--- src/rtl/uart_frame_packer_if.sv ---
// Handshake bundle between the packer and its neighbours: the user payload
// stream coming in and the UART DMA send stream going out.
// Signal names follow the packer's point of view (i_ = into the packer).
interface uart_frame_packer_if;
    logic [7:0] i_usr_cmd;
    logic [7:0] i_usr_data;
    logic       i_usr_valid;
    logic       i_usr_last;
    logic       o_usr_ready;

    logic [7:0] o_uart_DMA_tdata;
    logic       o_uart_DMA_tvalid;
    logic       o_uart_DMA_tlast;
    logic       i_uart_DMA_tready;

    // Packer side
    modport slave (
        input  i_usr_cmd,
        input  i_usr_data,
        input  i_usr_valid,
        input  i_usr_last,
        output o_usr_ready,
        output o_uart_DMA_tdata,
        output o_uart_DMA_tvalid,
        output o_uart_DMA_tlast,
        input  i_uart_DMA_tready
    );

    // Environment side: payload source and UART DMA sink
    modport master (
        output i_usr_cmd,
        output i_usr_data,
        output i_usr_valid,
        output i_usr_last,
        input  o_usr_ready,
        input  o_uart_DMA_tdata,
        input  o_uart_DMA_tvalid,
        input  o_uart_DMA_tlast,
        output i_uart_DMA_tready
    );
endinterface

--- src/rtl/uart_frame_packer.sv ---
// Transmit-side frame builder for the UART DMA path.
// Collects one payload packet, then emits HEAD_BYTE, cmd, len, payload.
// Optional checksum trailer: define UART_FRAME_CSUM_EN. The trailer is the
// 8-bit sum of cmd, the length field and the payload, the length field then
// counts the trailer, and the stored payload is limited to MAX_LEN-1 bytes
// (MAX_LEN must then be at least 2).
//
// state   | meaning
// IDLE    | waiting for the first payload beat
// LOAD    | storing payload beats into the buffer
// DRAIN   | buffer full, discarding beats up to the one marked last
// HDR     | HEAD_BYTE presented on the send stream
// CMD     | command byte presented
// LEN     | length field presented
// PLD     | payload bytes presented from the buffer
// CSUM    | checksum byte presented (checksum build only)
// DONE    | one-cycle frame_done pulse, then back to IDLE
module uart_frame_packer #(
    parameter logic [7:0]  HEAD_BYTE = 8'h55,
    parameter int unsigned MAX_LEN   = 255
) (
    input  logic                  i_clk,
    input  logic                  i_rst_n,
    uart_frame_packer_if.slave    bus,
    output logic                  o_frame_done,
    output logic                  o_overflow_err
);

`ifdef UART_FRAME_CSUM_EN
    localparam bit CSUM_EN = 1'b1;
`else
    localparam bit CSUM_EN = 1'b0;
`endif

    // One buffer slot is given up to the checksum byte when it is enabled
    localparam int unsigned LIMIT   = CSUM_EN ? MAX_LEN - 1 : MAX_LEN;
    localparam logic [7:0]  LIMIT_B = 8'(LIMIT);
    localparam int unsigned AW      = (MAX_LEN > 1) ? $clog2(MAX_LEN) : 1;

    typedef enum logic [3:0] {
        S_IDLE,
        S_LOAD,
        S_DRAIN,
        S_HDR,
        S_CMD,
        S_LEN,
        S_PLD,
        S_CSUM,
        S_DONE
    } state_t;

    state_t     r_state;
    logic [7:0] r_cmd;
    logic [7:0] r_cnt;
    logic [7:0] r_idx;
    logic [7:0] r_tdata;
    logic       r_tvalid;
    logic       r_tlast;
    logic       r_usr_ready;
    logic       r_frame_done;
    logic       r_overflow_err;
    logic [7:0] r_buf [MAX_LEN];

    logic       w_beat;
    logic       w_xfer;
    logic       w_wr_en;
    logic [7:0] w_wr_idx;
    logic [7:0] w_cnt_nxt;
    logic [7:0] w_rd_byte;
    logic [7:0] w_len_field;
    logic [7:0] w_csum;
    logic       w_pld_last;

    assign w_beat      = bus.i_usr_valid & r_usr_ready;
    assign w_xfer      = r_tvalid & bus.i_uart_DMA_tready;
    assign w_wr_en     = w_beat & ((r_state == S_IDLE) | (r_state == S_LOAD));
    assign w_wr_idx    = (r_state == S_IDLE) ? 8'd0 : r_cnt;
    assign w_cnt_nxt   = w_wr_idx + 8'd1;
    assign w_len_field = CSUM_EN ? r_cnt + 8'd1 : r_cnt;

    // Combinational read keeps the payload streaming at one byte per cycle
    assign w_rd_byte   = r_buf[r_idx[AW-1:0]];

    // With the trailer enabled the last payload byte is never the frame end
    assign w_pld_last  = !CSUM_EN && (r_idx == r_cnt - 8'd1);

`ifdef UART_FRAME_CSUM_EN
    logic [7:0] r_psum;

    // Running sum of stored payload bytes; discarded overflow beats are not
    // part of the frame and so are not summed
    always_ff @(posedge i_clk or negedge i_rst_n) begin
        if (!i_rst_n) begin
            r_psum <= 8'd0;
        end else if (w_wr_en) begin
            r_psum <= (r_state == S_IDLE) ? bus.i_usr_data : r_psum + bus.i_usr_data;
        end
    end

    assign w_csum = r_cmd + w_len_field + r_psum;
`else
    assign w_csum = 8'h00;
`endif

    // Payload buffer; contents are don't-care after reset
    always_ff @(posedge i_clk) begin
        if (w_wr_en) begin
            r_buf[w_wr_idx[AW-1:0]] <= bus.i_usr_data;
        end
    end

    // Frame sequencing with all outputs registered
    always_ff @(posedge i_clk or negedge i_rst_n) begin
        if (!i_rst_n) begin
            r_state        <= S_IDLE;
            r_cmd          <= 8'd0;
            r_cnt          <= 8'd0;
            r_idx          <= 8'd0;
            r_tdata        <= 8'd0;
            r_tvalid       <= 1'b0;
            r_tlast        <= 1'b0;
            r_usr_ready    <= 1'b0;
            r_frame_done   <= 1'b0;
            r_overflow_err <= 1'b0;
        end else begin
            r_frame_done   <= 1'b0;
            r_overflow_err <= 1'b0;

            case (r_state)
                S_IDLE, S_LOAD: begin
                    r_usr_ready <= 1'b1;
                    r_idx       <= 8'd0;
                    if (w_beat) begin
                        if (r_state == S_IDLE) begin
                            r_cmd <= bus.i_usr_cmd;
                        end
                        r_cnt <= w_cnt_nxt;
                        if (bus.i_usr_last) begin
                            r_state     <= S_HDR;
                            r_usr_ready <= 1'b0;
                            r_tvalid    <= 1'b1;
                            r_tdata     <= HEAD_BYTE;
                            r_tlast     <= 1'b0;
                        end else if (w_cnt_nxt == LIMIT_B) begin
                            r_state        <= S_DRAIN;
                            r_overflow_err <= 1'b1;
                        end else begin
                            r_state <= S_LOAD;
                        end
                    end
                end

                S_DRAIN: begin
                    r_usr_ready <= 1'b1;
                    if (w_beat && bus.i_usr_last) begin
                        r_state     <= S_HDR;
                        r_usr_ready <= 1'b0;
                        r_tvalid    <= 1'b1;
                        r_tdata     <= HEAD_BYTE;
                        r_tlast     <= 1'b0;
                    end
                end

                S_HDR: begin
                    if (w_xfer) begin
                        r_tdata <= r_cmd;
                        r_state <= S_CMD;
                    end
                end

                S_CMD: begin
                    if (w_xfer) begin
                        r_tdata <= w_len_field;
                        r_state <= S_LEN;
                    end
                end

                S_LEN: begin
                    if (w_xfer) begin
                        r_tdata <= w_rd_byte;
                        r_tlast <= w_pld_last;
                        r_idx   <= 8'd1;
                        r_state <= S_PLD;
                    end
                end

                S_PLD: begin
                    if (w_xfer) begin
                        if (r_idx == r_cnt) begin
                            if (CSUM_EN) begin
                                r_tdata <= w_csum;
                                r_tlast <= 1'b1;
                                r_state <= S_CSUM;
                            end else begin
                                r_tvalid     <= 1'b0;
                                r_tlast      <= 1'b0;
                                r_frame_done <= 1'b1;
                                r_state      <= S_DONE;
                            end
                        end else begin
                            r_tdata <= w_rd_byte;
                            r_tlast <= w_pld_last;
                            r_idx   <= r_idx + 8'd1;
                        end
                    end
                end

                S_CSUM: begin
                    if (w_xfer) begin
                        r_tvalid     <= 1'b0;
                        r_tlast      <= 1'b0;
                        r_frame_done <= 1'b1;
                        r_state      <= S_DONE;
                    end
                end

                S_DONE: begin
                    r_usr_ready <= 1'b1;
                    r_state     <= S_IDLE;
                end

                default: begin
                    r_state     <= S_IDLE;
                    r_tvalid    <= 1'b0;
                    r_tlast     <= 1'b0;
                    r_usr_ready <= 1'b0;
                end
            endcase
        end
    end

    assign bus.o_usr_ready       = r_usr_ready;
    assign bus.o_uart_DMA_tdata  = r_tdata;
    assign bus.o_uart_DMA_tvalid = r_tvalid;
    assign bus.o_uart_DMA_tlast  = r_tlast;
    assign o_frame_done          = r_frame_done;
    assign o_overflow_err        = r_overflow_err;

endmodule

--- src/flat_wrapper.sv ---
// flat-port wrapper written by rule: the top's interface ports become plain ports
module uart_frame_packer_flat 
#(
    parameter logic [7:0]  HEAD_BYTE = 8'h55,
    parameter int unsigned MAX_LEN   = 255
)
  (i_clk, i_rst_n, o_frame_done, o_overflow_err, bus_i_usr_cmd, bus_i_usr_data, bus_i_usr_valid, bus_i_usr_last, bus_o_usr_ready, bus_o_uart_DMA_tdata, bus_o_uart_DMA_tvalid, bus_o_uart_DMA_tlast, bus_i_uart_DMA_tready);
  uart_frame_packer_if bus_i ();
  input  logic i_clk;
  input  logic i_rst_n;
  output logic o_frame_done;
  output logic o_overflow_err;
  input wire logic [$bits(bus_i.i_usr_cmd)-1:0] bus_i_usr_cmd;
  input wire logic [$bits(bus_i.i_usr_data)-1:0] bus_i_usr_data;
  input wire logic [$bits(bus_i.i_usr_valid)-1:0] bus_i_usr_valid;
  input wire logic [$bits(bus_i.i_usr_last)-1:0] bus_i_usr_last;
  output wire logic [$bits(bus_i.o_usr_ready)-1:0] bus_o_usr_ready;
  output wire logic [$bits(bus_i.o_uart_DMA_tdata)-1:0] bus_o_uart_DMA_tdata;
  output wire logic [$bits(bus_i.o_uart_DMA_tvalid)-1:0] bus_o_uart_DMA_tvalid;
  output wire logic [$bits(bus_i.o_uart_DMA_tlast)-1:0] bus_o_uart_DMA_tlast;
  input wire logic [$bits(bus_i.i_uart_DMA_tready)-1:0] bus_i_uart_DMA_tready;
  assign bus_i.i_usr_cmd = bus_i_usr_cmd;
  assign bus_i.i_usr_data = bus_i_usr_data;
  assign bus_i.i_usr_valid = bus_i_usr_valid;
  assign bus_i.i_usr_last = bus_i_usr_last;
  assign bus_o_usr_ready = bus_i.o_usr_ready;
  assign bus_o_uart_DMA_tdata = bus_i.o_uart_DMA_tdata;
  assign bus_o_uart_DMA_tvalid = bus_i.o_uart_DMA_tvalid;
  assign bus_o_uart_DMA_tlast = bus_i.o_uart_DMA_tlast;
  assign bus_i.i_uart_DMA_tready = bus_i_uart_DMA_tready;
  uart_frame_packer #(.HEAD_BYTE(HEAD_BYTE), .MAX_LEN(MAX_LEN)) u_core (.i_clk(i_clk), .i_rst_n(i_rst_n), .bus(bus_i), .o_frame_done(o_frame_done), .o_overflow_err(o_overflow_err));
endmodule
--- config.mk ---
export PLATFORM = sky130hd
export DESIGN_NAME = uart_frame_packer_flat
export DESIGN_NICKNAME = d
export VERILOG_FILES = /design/src/rtl/uart_frame_packer_if.sv /design/src/rtl/uart_frame_packer.sv /design/src/flat_wrapper.sv
export SDC_FILE = /design/constraint.sdc
export NUM_CORES = 2
export LEC_CHECK = 0
export ABC_AREA = 1
export BUFFER_PORTS_ARGS = -buffer_cell sky130_fd_sc_hd__buf_2
export CORE_UTILIZATION = 30
export CTS_CLUSTER_SIZE = 12
export DETAILED_ROUTE_END_ITERATION = 10
export GPL_TIMING_DRIVEN = 1
export SLEW_MARGIN = 20
export SYNTH_ARGS = -nofsm -noshare
export SYNTH_HDL_FRONTEND = slang
export SYNTH_SLANG_ARGS = --single-unit
--- constraint.sdc ---
create_clock -name i_clk -period 6 [get_ports i_clk]
set_input_delay 1.8 -clock i_clk [delete_from_list [all_inputs] [get_ports i_clk]]
set_output_delay 1.8 -clock i_clk [all_outputs]
set_load 0.01 [all_outputs]
==> impl_metrics.yaml <==
status:
  outcome: "finished, final reports clean"
logic_synthesis:
  syn_nets: 7722
  synthArstFlopShare_pct: 1.97
  avgSynthCellArea_um2: 11.2
  synth-seq-area-share_pct: 72.6
  yosysUniqueCellTypes: 41
  synth-edff-count: 2040
  synth-main-ff-cell: "edfxtp_1"
  ys_ff_latch: 2081
  synth_area_um2: 85800
  synth_warnings: 0
  syn_inst: 7695
placement:
  dp_hpwl_um: 145000
  placed_cell_area_um2: 89700
  io_buffers: 33
  dp_cells: 11100
  gp_congestion: 0.892
die:
  num_io_pins: 34
  dieHeight_um: 537
  dieArea_um2: 288000
  core_um2: 285000
  initial_utilization_pct: 30.1
  die_width_um: 537
  num_rows: 196
sta:
  slew_violations: 0
  finalHoldViolations: 0
  clock.fmax_ghz: 0.227
  fin_skew_ns: 0.0352
  fin_crit_ns: 4.41
  setup_viol: 0
  fin_hold_ws_ns: 0.536
  final.period_utilization_pct: 73.6
  tightest_slew_ns: 1.14
  slew-limit-headroom_pct: 23.6
  tns_ns: 0
  rsz0062_at_grt: "no"
layout:
  antenna_cells: 0
  design_area_um2: 95700
  multiInputGateArea_um2: 21000
  regArea_um2: 62300
  layout.cells.non_filler: 11500
  area_growth_pct: 11.5
  fillers: 28000
  layout.nets: 7612
  drive_above_1_share_pct: 5.42
route:
  wire_per_inst_um: 22.0
  vias: 57500
  drt_pass1_iterations: 7
  routed_via_density: 5.01
  drt_iter0_markers: 7276
  remaining_drc_errors: 0
  totalWireLength_um: 252000
  ant_nets: 0
power_and_ir_drop:
  seqPwrFrac_pct: 56.6
  powerDensity_nw_per_um2: 295
  switching_share_pct: 20.1
  p_leak_nw: 34.2
  p_sw_mw: 5.66
  combPwrFrac_pct: 1.3
  pwr-share-clk_pct: 42.1
  peakVddDrop_uv: 237
  p_int_mw: 22.5
  power_mw: 28.2
grt:
  grt_pass1_wl_um: 368000
  first_global_vias: 56400
  track_usage_pct: 17.2
  antenna_found_initial: 6
  grt_max_degree: 233
  grt_overflow_total: 0
critical_path:
  timing.rr.end: "u_core.bus.o_uart_DMA_tdata[3]$_DFFE_PN0P_"
  path_class: "reg -> reg"
  worstPathRequired_ns: 6.80
  reg2reg_slack_ns: 1.59
  arrival_ns: 5.22
  timing.rr.start: "u_core.r_idx[2]$_DFFE_PN0P_"
  rr_worst_depth: 14
  critPathMaxFanout: 136
  startpoint_type: "register"
  crit_path_end_kind: "register"
clock_tree:
  cts_hold_buf: 0
  cts_resized: 0
  clk_pin_slew_ns: 0.06
  cts_tree: "built"
  clk_latency_ns: 0.86
  h-tree-depth: 4
  cts_buffers: 208
  clockBufferDepth: 3
  clockRootBuffer: "clkbuf_16"
  cts_setup_buffers: 0
  cts_sinks: 2081
min_path:
  hold_path_end: "u_core.r_cmd[6]$_DFFE_PN0P_"
  hold_depth: 2
  min_path_type: "reg -> reg"
  hold_start: "u_core.r_cmd[6]$_DFFE_PN0P_"
job:
  drv_cap: 0
[registers in the layout (all words and copies together), names as in the netlist]
signal	count
u_core.r_cnt	8
u_core.o_overflow_err	1
u_core.bus.o_uart_DMA_tlast	1
u_core.r_idx	8
u_core.r_buf	2040
u_core.bus.o_usr_ready	1
u_core.r_cmd	8
u_core.bus.o_uart_DMA_tdata	8
u_core.bus.o_uart_DMA_tvalid	1
u_core.r_state	4
u_core.o_frame_done	1
[synthesized netlist by cell type, types with 4 or more instances]
library cell	number	area share, %
xor2_1	7	0.071
a21boi_1	5	0.044
o22ai_1	10	0.073
clkbuf_1	80	0.35
dfrtp_1	41	1.2
nand4_1	122	0.89
a21boi_0	4	0.035
a21oi_1	310	1.8
inv_2	9	0.039
nand3_1	636	3.7
xnor2_1	5	0.051
nor3_1	11	0.064
buf_2	255	1.5
edfxtp_1	2040	71
o21ai_0	29	0.17
nand2_1	3499	15
buf_1	45	0.20
o211ai_1	7	0.061
nor2_2	8	0.058
buf_4	58	0.51
or2_1	4	0.029
ha_1	6	0.087
buf_6	5	0.066
inv_1	81	0.35
nand2_2	5	0.036
nor2_1	394	1.7
[per-layer routing]
| layer | track usage, % | part of all wire [%] | routed length, um | vias up |
|---|---|---|---|---|
| met5 | 0 | 0.012 | 30 | - |
| met1 | 23.3 | 42 | 105000 | 28200 |
| met4 | 6.05 | 3.4 | 8610 | 4 |
| met3 | 3.43 | 9.4 | 23700 | 497 |
| li1 | - | - | - | 26000 |
| met2 | 27.4 | 46 | 115000 | 2836 |
[cell usage in the layout, fill, tap and decap left out, types with 57 or more instances in the layout]
| cell type | instances |
|---|---|
| a21oi_1 | 310 |
| buf_4 | 61 |
| clkbuf_1 | 57 |
| clkbuf_16 | 212 |
| edfxtp_1 | 2040 |
| inv_1 | 80 |
| nand2_1 | 3493 |
| nand3_1 | 635 |
| nand4_1 | 122 |
| nor2_1 | 393 |
[worst max-delay path by stage]
| stage | endpoint | startpoint | depth (start not counted) |
|---|---|---|---|
| after detailed placement | u_core.r_buf[159][2]$_DFFE_PP_ | bus_i_usr_valid | 6 |
| after CTS | u_core.bus.o_uart_DMA_tdata[5]$_DFFE_PN0P_ | u_core.r_idx[2]$_DFFE_PN0P_ | 14 |
| after global routing | u_core.bus.o_uart_DMA_tdata[5]$_DFFE_PN0P_ | u_core.r_idx[2]$_DFFE_PN0P_ | 14 |
| final | u_core.bus.o_uart_DMA_tdata[3]$_DFFE_PN0P_ | u_core.r_idx[2]$_DFFE_PN0P_ | 14 |
| after floorplan | u_core.r_buf[160][0]$_DFFE_PP_ | bus_i_usr_valid | 6 |
| after global placement | u_core.r_buf[151][1]$_DFFE_PP_ | bus_i_usr_valid | 6 |
[metrics by stage]
step	setup WS (ns)	util, %
3_3_place_gp	1.24	31.5
4_1_cts	1.73	33.6
2_1_floorplan	2.68	-
6_report	1.59	33.6
5_1_grt	1.44	33.6
3_5_place_dp	1.19	31.5
[cell type report]
type                            count  share of cell area (%)
Sequential cell                  2081                    65.1
Multi-Input combinational cell   5079                    21.9
Timing Repair Buffer              123                    1.36
Tap cell                         3762                    4.92
Clock inverter                     71                   0.515
Inverter                           92                   0.396
Clock buffer                      269                    5.77
[worst max-delay path, cell delays in order (launching register included)]
cell and delay, ns:
dfrtp_2 0.78, inv_4 0.37, nor2_4 0.19, buf_4 0.61, buf_12 0.66, nand2_1 0.12, nand4_1 0.17, nand3_1 0.23
nand3_1 0.16, nand3_1 0.23, nand3_1 0.16, nand3_1 0.24, nand2_1 0.13, nand2_1 0.06, nand2_1 0.07
[power by group through the flow]
stage | registers, mW | clock network [mW] | logic (mW)
5_1_grt | 15.9 | 12.5 | 0.370
2_1_floorplan | 16.3 | 0 | 0.000811
3_5_place_dp | 16.3 | 0 | 0.358
6_report | 16.0 | 11.9 | 0.355
3_3_place_gp | 16.3 | 0 | 0.360
4_1_cts | 16.0 | 12.0 | 0.358
[kinds of logic after synthesis]
| group | share of synthesized area, % |
|---|---|
| simple gates | 21.9 |
| fa+ha+maj | 0.0875 |
| flops | 72.6 |
| buf+inv | 3.01 |
| compound gates | 2.25 |
| xor+xnor | 0.141 |
| mux | 0.0131 |
Power figures use the tool's default switching activity.
